## config.mk

```make
export PLATFORM = sky130hd
export DESIGN_NAME = muldiv_unit_flat
export DESIGN_NICKNAME = d
export VERILOG_FILES = /design/src/rtl/muldiv_if.sv /design/src/rtl/muldiv_unit.sv /design/src/flat_wrapper.sv
export SDC_FILE = /design/constraint.sdc
export NUM_CORES = 1
export LEC_CHECK = 0
export BUFFER_PORTS_ARGS = -buffer_cell sky130_fd_sc_hd__buf_2
export CAP_MARGIN = 10
export CORE_MARGIN = 4
export CORE_UTILIZATION = 45
export DETAILED_ROUTE_END_ITERATION = 6
export GPL_TIMING_DRIVEN = 0
export SYNTH_ARGS = -nofsm -noshare
export SYNTH_HDL_FRONTEND = slang
export SYNTH_SLANG_ARGS = --single-unit
```

## constraint.sdc

```tcl
create_clock -name clk -period 12.2 [get_ports clk]
set_input_delay 2.44 -clock clk [delete_from_list [all_inputs] [get_ports clk]]
set_output_delay 2.44 -clock clk [all_outputs]
set_load 0.1 [all_outputs]
```

## src/rtl/muldiv_if.sv

```systemverilog
// Request/response bundle for the multiply/divide unit: request handshake, result handshake, flush and busy.
interface muldiv_if #(
    parameter int XLEN = 32
);
    logic            flush;
    logic            in_valid;
    logic            in_ready;
    logic [2:0]      in_op;
    logic [XLEN-1:0] in_a;
    logic [XLEN-1:0] in_b;
    logic            out_valid;
    logic            out_ready;
    logic [XLEN-1:0] out_data;
    logic            busy;

    modport master (
        output flush, in_valid, in_op, in_a, in_b, out_ready,
        input  in_ready, out_valid, out_data, busy
    );

    modport slave (
        input  flush, in_valid, in_op, in_a, in_b, out_ready,
        output in_ready, out_valid, out_data, busy
    );
endinterface

```

## src/rtl/muldiv_unit.sv

```systemverilog
// Iterative RV32M/RV64M mul/div, one result bit per cycle: XLEN+1 cycles, 1 for divide special cases (and multiplies with MULDIV_FAST_MUL_EN).
// Result is held in DONE until out_ready; in_ready is low whenever the unit is not IDLE.
module muldiv_unit #(
    parameter int XLEN  = 32,
    parameter int CNT_W = $clog2(XLEN) + 1
) (
    input logic     clk,
    input logic     rst_n,
    muldiv_if.slave io
);
    typedef enum logic [1:0] {IDLE, BUSY, DONE} state_t;

    localparam logic [2:0] OP_MUL    = 3'd0;
    localparam logic [2:0] OP_MULH   = 3'd1;
    localparam logic [2:0] OP_MULHSU = 3'd2;
    localparam logic [2:0] OP_DIV    = 3'd4;
    localparam logic [2:0] OP_REM    = 3'd6;

    state_t            state;
    logic [2:0]        op;
    logic              neg_res;
    logic              neg_rem;
    logic [XLEN-1:0]   b_mag;
    logic [2*XLEN-1:0] prod;
    logic [XLEN-1:0]   rem;
    logic [CNT_W-1:0]  cnt;
    logic              out_valid_r;
    logic [XLEN-1:0]   out_data_r;

    logic              a_sgn, b_sgn, sa, sb, div_zero, div_ovf;
    logic [XLEN-1:0]   a_mag, b_mag_in, special_res;

    always_comb begin
        a_sgn    = (io.in_op == OP_MULH) || (io.in_op == OP_MULHSU) ||
                   (io.in_op == OP_DIV)  || (io.in_op == OP_REM);
        b_sgn    = (io.in_op == OP_MULH) || (io.in_op == OP_DIV) || (io.in_op == OP_REM);
        sa       = a_sgn & io.in_a[XLEN-1];
        sb       = b_sgn & io.in_b[XLEN-1];
        a_mag    = sa ? -io.in_a : io.in_a;
        b_mag_in = sb ? -io.in_b : io.in_b;
        div_zero = io.in_op[2] && (io.in_b == '0);
        div_ovf  = ((io.in_op == OP_DIV) || (io.in_op == OP_REM)) &&
                   (io.in_a == {1'b1, {(XLEN-1){1'b0}}}) && (io.in_b == '1);
        // op[1] distinguishes REM/REMU from DIV/DIVU
        if (div_zero) special_res = io.in_op[1] ? io.in_a : '1;
        else          special_res = io.in_op[1] ? '0 : io.in_a;
    end

    logic              fast_hit;
    logic [XLEN-1:0]   fast_res;
`ifdef MULDIV_FAST_MUL_EN
    logic [2*XLEN-1:0] fast_p, fast_fix;
    always_comb begin
        fast_p   = {{XLEN{1'b0}}, a_mag} * {{XLEN{1'b0}}, b_mag_in};
        fast_fix = (sa ^ sb) ? -fast_p : fast_p;
        fast_res = (io.in_op == OP_MUL) ? fast_fix[XLEN-1:0] : fast_fix[2*XLEN-1:XLEN];
        fast_hit = !io.in_op[2];
    end
`else
    assign fast_hit = 1'b0;
    assign fast_res = '0;
`endif

    // One iteration step; both algorithms start from prod = {0, |a|}
    logic [XLEN:0]     mul_sum, rem_sh, rem_diff;
    logic [2*XLEN-1:0] mul_next, prod_fix;
    logic [XLEN-1:0]   div_rem, div_q, q_fix, r_fix, iter_res;

    always_comb begin
        mul_sum  = {1'b0, prod[2*XLEN-1:XLEN]} + (prod[0] ? {1'b0, b_mag} : '0);
        mul_next = {mul_sum, prod[XLEN-1:1]};
        rem_sh   = {rem, prod[XLEN-1]};
        rem_diff = rem_sh - {1'b0, b_mag};
        div_rem  = rem_diff[XLEN] ? rem_sh[XLEN-1:0] : rem_diff[XLEN-1:0];
        div_q    = {prod[XLEN-2:0], ~rem_diff[XLEN]};
        prod_fix = neg_res ? -mul_next : mul_next;
        q_fix    = neg_res ? -div_q : div_q;
        r_fix    = neg_rem ? -div_rem : div_rem;
        if (op[2])              iter_res = op[1] ? r_fix : q_fix;
        else if (op == OP_MUL)  iter_res = prod_fix[XLEN-1:0];
        else                    iter_res = prod_fix[2*XLEN-1:XLEN];
    end

    always_ff @(posedge clk) begin
        if (!rst_n) begin
            state       <= IDLE;
            op          <= '0;
            neg_res     <= 1'b0;
            neg_rem     <= 1'b0;
            b_mag       <= '0;
            prod        <= '0;
            rem         <= '0;
            cnt         <= '0;
            out_valid_r <= 1'b0;
            out_data_r  <= '0;
        end else if (io.flush) begin
            state       <= IDLE;
            cnt         <= '0;
            out_valid_r <= 1'b0;
        end else begin
            case (state)
                IDLE: if (io.in_valid) begin
                    op      <= io.in_op;
                    neg_res <= sa ^ sb;
                    neg_rem <= sa;
                    b_mag   <= b_mag_in;
                    prod    <= {{XLEN{1'b0}}, a_mag};
                    rem     <= '0;
                    cnt     <= '0;
                    if (div_zero || div_ovf) begin
                        out_data_r  <= special_res;
                        out_valid_r <= 1'b1;
                        state       <= DONE;
                    end else if (fast_hit) begin
                        out_data_r  <= fast_res;
                        out_valid_r <= 1'b1;
                        state       <= DONE;
                    end else begin
                        state <= BUSY;
                    end
                end
                BUSY: begin
                    if (op[2]) begin
                        prod <= {prod[2*XLEN-1:XLEN], div_q};
                        rem  <= div_rem;
                    end else begin
                        prod <= mul_next;
                    end
                    cnt <= cnt + CNT_W'(1);
                    if (cnt == CNT_W'(XLEN-1)) begin
                        out_data_r  <= iter_res;
                        out_valid_r <= 1'b1;
                        state       <= DONE;
                    end
                end
                DONE: if (io.out_ready) begin
                    out_valid_r <= 1'b0;
                    state       <= IDLE;
                end
                default: state <= IDLE;
            endcase
        end
    end

    assign io.in_ready  = (state == IDLE);
    assign io.busy      = (state != IDLE);
    assign io.out_valid = out_valid_r;
    assign io.out_data  = out_data_r;
endmodule

```

## src/flat_wrapper.sv

```systemverilog
// flat-port wrapper written by rule: the top's interface ports become plain ports
module muldiv_unit_flat 
#(
    parameter int XLEN  = 32,
    parameter int CNT_W = $clog2(XLEN) + 1
)
  (clk, rst_n, io_flush, io_in_valid, io_in_op, io_in_a, io_in_b, io_out_ready, io_in_ready, io_out_valid, io_out_data, io_busy);
  muldiv_if #(.XLEN(XLEN)) io_i ();
  input logic clk;
  input logic rst_n;
  input wire logic [$bits(io_i.flush)-1:0] io_flush;
  input wire logic [$bits(io_i.in_valid)-1:0] io_in_valid;
  input wire logic [$bits(io_i.in_op)-1:0] io_in_op;
  input wire logic [$bits(io_i.in_a)-1:0] io_in_a;
  input wire logic [$bits(io_i.in_b)-1:0] io_in_b;
  input wire logic [$bits(io_i.out_ready)-1:0] io_out_ready;
  output wire logic [$bits(io_i.in_ready)-1:0] io_in_ready;
  output wire logic [$bits(io_i.out_valid)-1:0] io_out_valid;
  output wire logic [$bits(io_i.out_data)-1:0] io_out_data;
  output wire logic [$bits(io_i.busy)-1:0] io_busy;
  assign io_i.flush = io_flush;
  assign io_i.in_valid = io_in_valid;
  assign io_i.in_op = io_in_op;
  assign io_i.in_a = io_in_a;
  assign io_i.in_b = io_in_b;
  assign io_i.out_ready = io_out_ready;
  assign io_in_ready = io_i.in_ready;
  assign io_out_valid = io_i.out_valid;
  assign io_out_data = io_i.out_data;
  assign io_busy = io_i.busy;
  muldiv_unit #(.XLEN(XLEN), .CNT_W(CNT_W)) u_core (.clk(clk), .rst_n(rst_n), .io(io_i));
endmodule
```

Word level (Yosys, flattened, before mapping)
Cells that the tools add are included. Widths: inputs -> output; s select.

Shift operators: 0. Bitwise gates (word level): 6. Equal/unequal tests: 15. Magnitude comparators: 0. $add $sub $neg: 8. Reduce and logical (&&, ||, !) cells: 25. Divide/modulo/power cells: 0. Mux-type cells: 35. Multiply operators: 0.

Operator list (number): $mux 32 (17); $mux 64 (3); $neg 32->32 (4); $pmux 32 s2 (2); $pmux 64 s2 (1); $eq 32x32->1 const B (2); $neg 64->64 (1); $add 32x33->33 (1); $sub 33x32->33 (1); $logic_not 32->1 (1); $pmux 6 s2 (1); $reduce_and 5->1 (2); $reduce_and 3->1 (3); $mux 2 (4); $reduce_and 4->1 (2); $logic_or 1x1->1 (7); $add 6x1->6 const B (1); $eq 3x3->1 const B (2); $eq 6x5->1 const B (1); $mux 6 (1); $ne 2x1->1 const B (3); $ne 2x2->1 const B (3); $pmux 2 s3 (1); $mux 1 (4); 15 further kinds (21).

ROM bits: 0. Logic and storage cells: 100. Bits of input ports: 72. Memory bits (writable): 0. Flip-flop bits (word level): 174. Bits in latches: 0. Output and inout bits: 35. Memories kept: 0.

Depth between registers and ports, before layout
Word-level depth: 8. Mapped depth: 23. Depth with buffers taken out: 21.

Worst setup path before layout
OpenSTA, ideal clock, no wires.

Kind: input to register. Start point: in io_in_b[2]. End point: reg u_core.out_data_r[23], in the netlist u_core.io.out_data[23]. Slack: 6651 ps. Cell stages on the path: 12. Buffers on the path: 2. Arrival time: 5428 ps. Required time: 12078 ps. Library setup time: 122 ps. Cell sequence: or4_1 > nor4_2 > nand4_1 > nor2_1 > a21oi_1 > nand2_1 > and2_1 > clkbuf_1 > clkbuf_1 > o221ai_1 > a221oi_1 > nor2_1.

Longest elaborated chain between the ends: 6. Elaborated cells between the ends (all ways): 11. Those cells by class: eq/ne: 2; mux: 4; reduce/logical: 5.

RTL lines: start: declaration (line flat_wrapper.sv:15) `input wire logic [$bits(io_i.in_b)-1:0] io_in_b;`; $logic_not 32->1 (line muldiv_unit.sv:41) `div_zero = io.in_op[2] && (io.in_b == '0);`; $logic_and 1x1->1 (line muldiv_unit.sv:41); $mux 32 (line muldiv_unit.sv:45) `if (div_zero) special_res = io.in_op[1] ? io.in_a : '1;`; $mux 32 (line muldiv_unit.sv:110) `if (div_zero || div_ovf) begin`; $mux 32 (line muldiv_unit.sv:102) `IDLE: if (io.in_valid) begin`; $pmux 32 s2 (line muldiv_unit.sv:101) `case (state)`; end signal: assignment (line muldiv_unit.sv:111) `out_data_r <= special_res;`; end signal: assignment (line muldiv_unit.sv:115) `out_data_r <= fast_res;`; end signal: assignment (line muldiv_unit.sv:131) `out_data_r <= iter_res;`; end: declaration (line muldiv_unit.sv:28) `logic [XLEN-1:0] out_data_r;`.

Several ways; a longest one is shown, not always the timed one. The select of a mux whose other input is x is not followed. A chain may end at the register's enable or synchronous reset.

Final worst setup path
Start point: reg u_core.prod[31]. End point: reg u_core.out_data_r[20], in the netlist u_core.io.out_data[20].

Longest elaborated chain between the ends: 8. Elaborated cells between the ends (all ways): 14. Those cells by class: add/sub: 4; mux: 9; bitwise: 1.

RTL lines: start: declaration (line muldiv_unit.sv:24) `logic [2*XLEN-1:0] prod;`; start signal: assignment (line muldiv_unit.sv:107) `prod <= {{XLEN{1'b0}}, a_mag};`; start signal: assignment (line muldiv_unit.sv:124) `prod <= {prod[2*XLEN-1:XLEN], div_q};`; start signal: assignment (line muldiv_unit.sv:127) `prod <= mul_next;`; $sub 33x32->33 (line muldiv_unit.sv:73) `rem_diff = rem_sh - {1'b0, b_mag};`; $mux 32 / $not 1->1 (equally long branches) (line muldiv_unit.sv:74, muldiv_unit.sv:75); $neg 32->32 (on tied branches) (line muldiv_unit.sv:78, muldiv_unit.sv:77); $mux 32 (on tied branches) (line muldiv_unit.sv:78, muldiv_unit.sv:77); $mux 32 (line muldiv_unit.sv:79) `if (op[2]) iter_res = op[1] ? r_fix : q_fix;`; $mux 32 * (line muldiv_unit.sv:79); $mux 32 * (line muldiv_unit.sv:130) `if (cnt == CNT_W'(XLEN-1)) begin`; $pmux 32 s2 * (line muldiv_unit.sv:101).

Mark *: on every way between the ends. The rest lies on a longest branch, timed or not. The select of a mux whose other input is x is not followed.

==> results.md <==
* Nets@finish at between 2000 and 3000
* Post-Syn Instances at 2597
* Endpoint kind of the worst setup timing path: register
* DRC viols at 0
* Most used DFF post-synth: sky130_fd_sc_hd__dfxtp_1
* HPWL after detailed placement at 66300 µm
* Number of buffers created by CTS at 17
* Portion of synthesized cell area occupied by the leading cell type at 19.6%
* Gp weighted congestion at 1.07
* Portion of the post-synthesis area used by sequential elements at between 15 and 20%
* Endpoints failing setup at 0
* Final worst clock skew at 0.0198 ns
* Peak supply drop at 0.0847 mV
* Number of nets still failing antenna checks after routing at 0
* First-pass detailed-route iteration total at 7
* Cell Chain, Critical Path: inv_1, ha_1, fa_1, nand2b_1, a21oi_1, o211ai_1, a211oi_1, a211oi_2, inv_2, clkbuf_1, buf_1, nor2_1, a21oi_1, ha_1, inv_1, nor4_1, mux2i_1, or4_1, nand2_1, xor2_1, a211oi_1, o221a_2
* Final period util at 61.2%
* Via count of the routed design at between 20000 and 25000
* Aggregate routed wire length at 82800 µm
* Vias in the first global route at 18900
* Area delta synth->final at 9.78%
* Status: finished clean
* Clock tree from TritonCTS: done
* Maximum single-stage delay on the critical path at about 0.79 ns
* Initial standard-cell utilization of the core at 45.8%
* Mean routed wirelength per cell at about 25 µm
* Yosys top cell by area: sky130_fd_sc_hd__dfxtp_1
* Minimum period implied by the final worst setup slack at 7.47 ns
* Number of H-tree levels at 4
* Peak clock frequency supported by timing at between 100 and 150 MHz
* Setup Slack @ Placement at ~4.6 ns
* Later-pin clock latency in the skew report at between 0.4 and 0.5 ns
* Clock transition at path regs at 0.08 ns
* Worst endpoint required time at around 13 ns
* Row cnt at just over 70
* Top-Level Pins at between 100 and 150
* Most repeated cell in the gate-level netlist after synthesis: sky130_fd_sc_hd__nor2_1
* Chip Width at 207 µm
* Post-CTS setup buffers at 0
* Area of the die at 0.0428 mm²
* Maximum number of pins on one net before global-route repair at 19
* Areal power density over the cells at a little under 100 mW/mm²
* Biggest area contributors in the synthesized netlist: sky130_fd_sc_hd__dfxtp_1 20%, sky130_fd_sc_hd__nor2_1 8.0%, sky130_fd_sc_hd__a21oi_1 7.5%, sky130_fd_sc_hd__nand2_1 5.5%, sky130_fd_sc_hd__xnor2_1 5.4%
* Violation count after the first detailed-routing iteration at 2654
* Leftover overflow at the end of global routing at 0
* Worst Setup Slack, final at 4.73 ns
* Number of max-cap violations at 0
* Global-route wire length before repair at 120000 µm
* Top delay family on crit path: compound AO/OA/AOI/OAI gates
* Aggregate negative setup slack at 0 ns
* Clock sinks at 174
* Count of warnings emitted by yosys at 0
* Vias per cell at ~6.5
* Signal arrival time at the worst endpoint at 7.90 ns
* Critical path buffer and inverter count at 5
* Count of port buffers added during placement at 102
* Post-synthesis register bit count at 174
* Hold violation total from the final report at 0
* Die height at 207 µm
* Maximum number of buffers from clock root to sink at 2
* Share of cells above drive strength 1 at 6.88%
* Buffer type at the clock tree root: sky130_fd_sc_hd__clkbuf_16
* Fraction of registers with async set or reset after synthesis at 0%
* Hold-fix buffers at CTS at 0
* Mapped cell area at 0.0178 mm²
* Max transition margin at 18.9%
* Power after layout at 1.91 mW
* Tightest Pin Transition at 1.21 ns
* Max FO, Critical Path at 10
* Class of the most critical hold timing path: reg -> reg
* Post-Syn Nets at roughly 2700
* Most numerous cell types in the synthesized netlist: 381 x sky130_fd_sc_hd__nor2_1, 267 x sky130_fd_sc_hd__a21oi_1, 262 x sky130_fd_sc_hd__nand2_1
* Overall fraction of global-route tracks in use at 37.3%
* Cell variety after synth at 87
* WS Path Type: reg -> reg
* Leakage power summed over all cells at 7.38 nW
* Core box area at 0.0388 mm²
* Number of enable flip-flop cells after synthesis at 0
* Startpoint Class: register
* Slowest-stage cell, CP: sky130_fd_sc_hd__buf_1
* Max Slew Vio Count at 0
* Mapped Avg Cell Area at 6.85 µm²
* RSZ-0062 raised after global routing: false
* Initial antenna violation count at 2
* Post-CTS sizing at 0
## power by group
group          switching (mW)  internal [mW]  total (mW)
combinational           0.527          0.210       0.737
sequential             0.0178          0.592       0.610
clock                   0.295          0.273       0.568
## path summary, 6_finish.rpt
kind	startpoint	to	slack, ns	depth (start not counted)
worst min register to register	u_core.b_mag[18]$_SDFFE_PN0P_	u_core.b_mag[18]$_SDFFE_PN0P_	0.46	2
worst max-delay path	u_core.prod[31]$_SDFFE_PN0P_	u_core.io.out_data[20]$_SDFFE_PN0P_	4.73	22
worst min-delay path	u_core.b_mag[18]$_SDFFE_PN0P_	u_core.b_mag[18]$_SDFFE_PN0P_	0.46	2
worst max register to register	u_core.prod[31]$_SDFFE_PN0P_	u_core.io.out_data[20]$_SDFFE_PN0P_	4.73	22
## worst register-to-register path: stages (launching register included)
cell and delay [ns]:
sky130_fd_sc_hd__dfxtp_1 0.59, sky130_fd_sc_hd__inv_1 0.27, sky130_fd_sc_hd__ha_1 0.30, sky130_fd_sc_hd__fa_1 0.46
sky130_fd_sc_hd__nand2b_1 0.20, sky130_fd_sc_hd__a21oi_1 0.42, sky130_fd_sc_hd__o211ai_1 0.30, sky130_fd_sc_hd__a211oi_1 0.34
sky130_fd_sc_hd__a211oi_2 0.16, sky130_fd_sc_hd__inv_2 0.24, sky130_fd_sc_hd__clkbuf_1 0.51, sky130_fd_sc_hd__buf_1 0.79
sky130_fd_sc_hd__nor2_1 0.07, sky130_fd_sc_hd__a21oi_1 0.20, sky130_fd_sc_hd__ha_1 0.22, sky130_fd_sc_hd__inv_1 0.07
sky130_fd_sc_hd__nor4_1 0.44, sky130_fd_sc_hd__mux2i_1 0.28, sky130_fd_sc_hd__or4_1 0.62, sky130_fd_sc_hd__nand2_1 0.11
sky130_fd_sc_hd__xor2_1 0.11, sky130_fd_sc_hd__a211oi_1 0.46, sky130_fd_sc_hd__o221a_2 0.27
## metrics by stage
step	hold slack, ns	std cells	area (µm²)	util [%]
after floorplan	0.432	2597	17800	-
after global placement	0.444	3217	18900	48.8
after detailed placement	0.447	3217	18900	48.8
after CTS	0.458	3249	19500	50.3
after global routing	0.484	3249	19500	50.3
final	0.462	3250	19500	50.3
## layout by cell type, fill, tap and decap left out, types with 30 or more instances in the layout
master                     synthesis  routed
sky130_fd_sc_hd__nor3_1           86      86
sky130_fd_sc_hd__a22oi_1          36      36
sky130_fd_sc_hd__mux2i_1          62      62
sky130_fd_sc_hd__o21ai_0         153     153
sky130_fd_sc_hd__a211oi_1         55      55
sky130_fd_sc_hd__nand3_1          36      36
sky130_fd_sc_hd__dfxtp_1         174     174
sky130_fd_sc_hd__ha_1             74      74
sky130_fd_sc_hd__nand2_1         262     262
sky130_fd_sc_hd__a21oi_1         267     267
sky130_fd_sc_hd__buf_2             8     110
sky130_fd_sc_hd__a31oi_1          30      30
sky130_fd_sc_hd__xnor2_1         110     110
sky130_fd_sc_hd__nor4_1           30      30
sky130_fd_sc_hd__nor2_1          381     381
sky130_fd_sc_hd__xor2_1           77      77
sky130_fd_sc_hd__inv_1            62      62
sky130_fd_sc_hd__a21o_1           32      32
sky130_fd_sc_hd__o31ai_1          30      30
sky130_fd_sc_hd__o211ai_1         53      53
sky130_fd_sc_hd__clkbuf_1        178     179
## registers in the layout, summed over array words and instances, names as in the netlist
signal	count
u_core.rem	32
u_core.op	3
u_core.neg_rem	1
u_core.io.out_data	32
u_core.io.out_valid	1
u_core.b_mag	32
u_core.prod	64
u_core.cnt	6
u_core.state	2
u_core.neg_res	1
## layout make-up
type | count | area (µm²)
Antenna cell | 1 | 2.50
Buffer | 199 | 757
Clock buffer | 18 | 429
Clock inverter | 14 | 149
Fill cell | 4111 | 19300
Inverter | 67 | 251
Multi-Input combinational cell | 2157 | 13300
Sequential cell | 174 | 3480
Tap cell | 518 | 648
Timing Repair Buffer | 102 | 510
## metal layers
layer | part of all wire (%) | wire [µm] | track usage (%) | up-vias
met1 | 42 | 34700 | 50.9 | 9961
met5 | 0.0085 | 7 | 0 | -
met4 | 5.8 | 4840 | 17.4 | 2
met2 | 43 | 35500 | 56.9 | 1158
met3 | 9.4 | 7800 | 7.33 | 245
li1 | - | - | - | 9667
## cells by family after synthesis
logic type                 share of synthesized area (%)
muxes                                               4.27
adders and majority gates                           5.55
xor gates and xnor gates                            9.37
and+or+nand+nor                                     25.7
DFF                                                 19.6
buffers and inverters                               5.67
AOI/OAI and AO/OA                                   29.9
No activity file was read; power rests on OpenSTA's default activity.
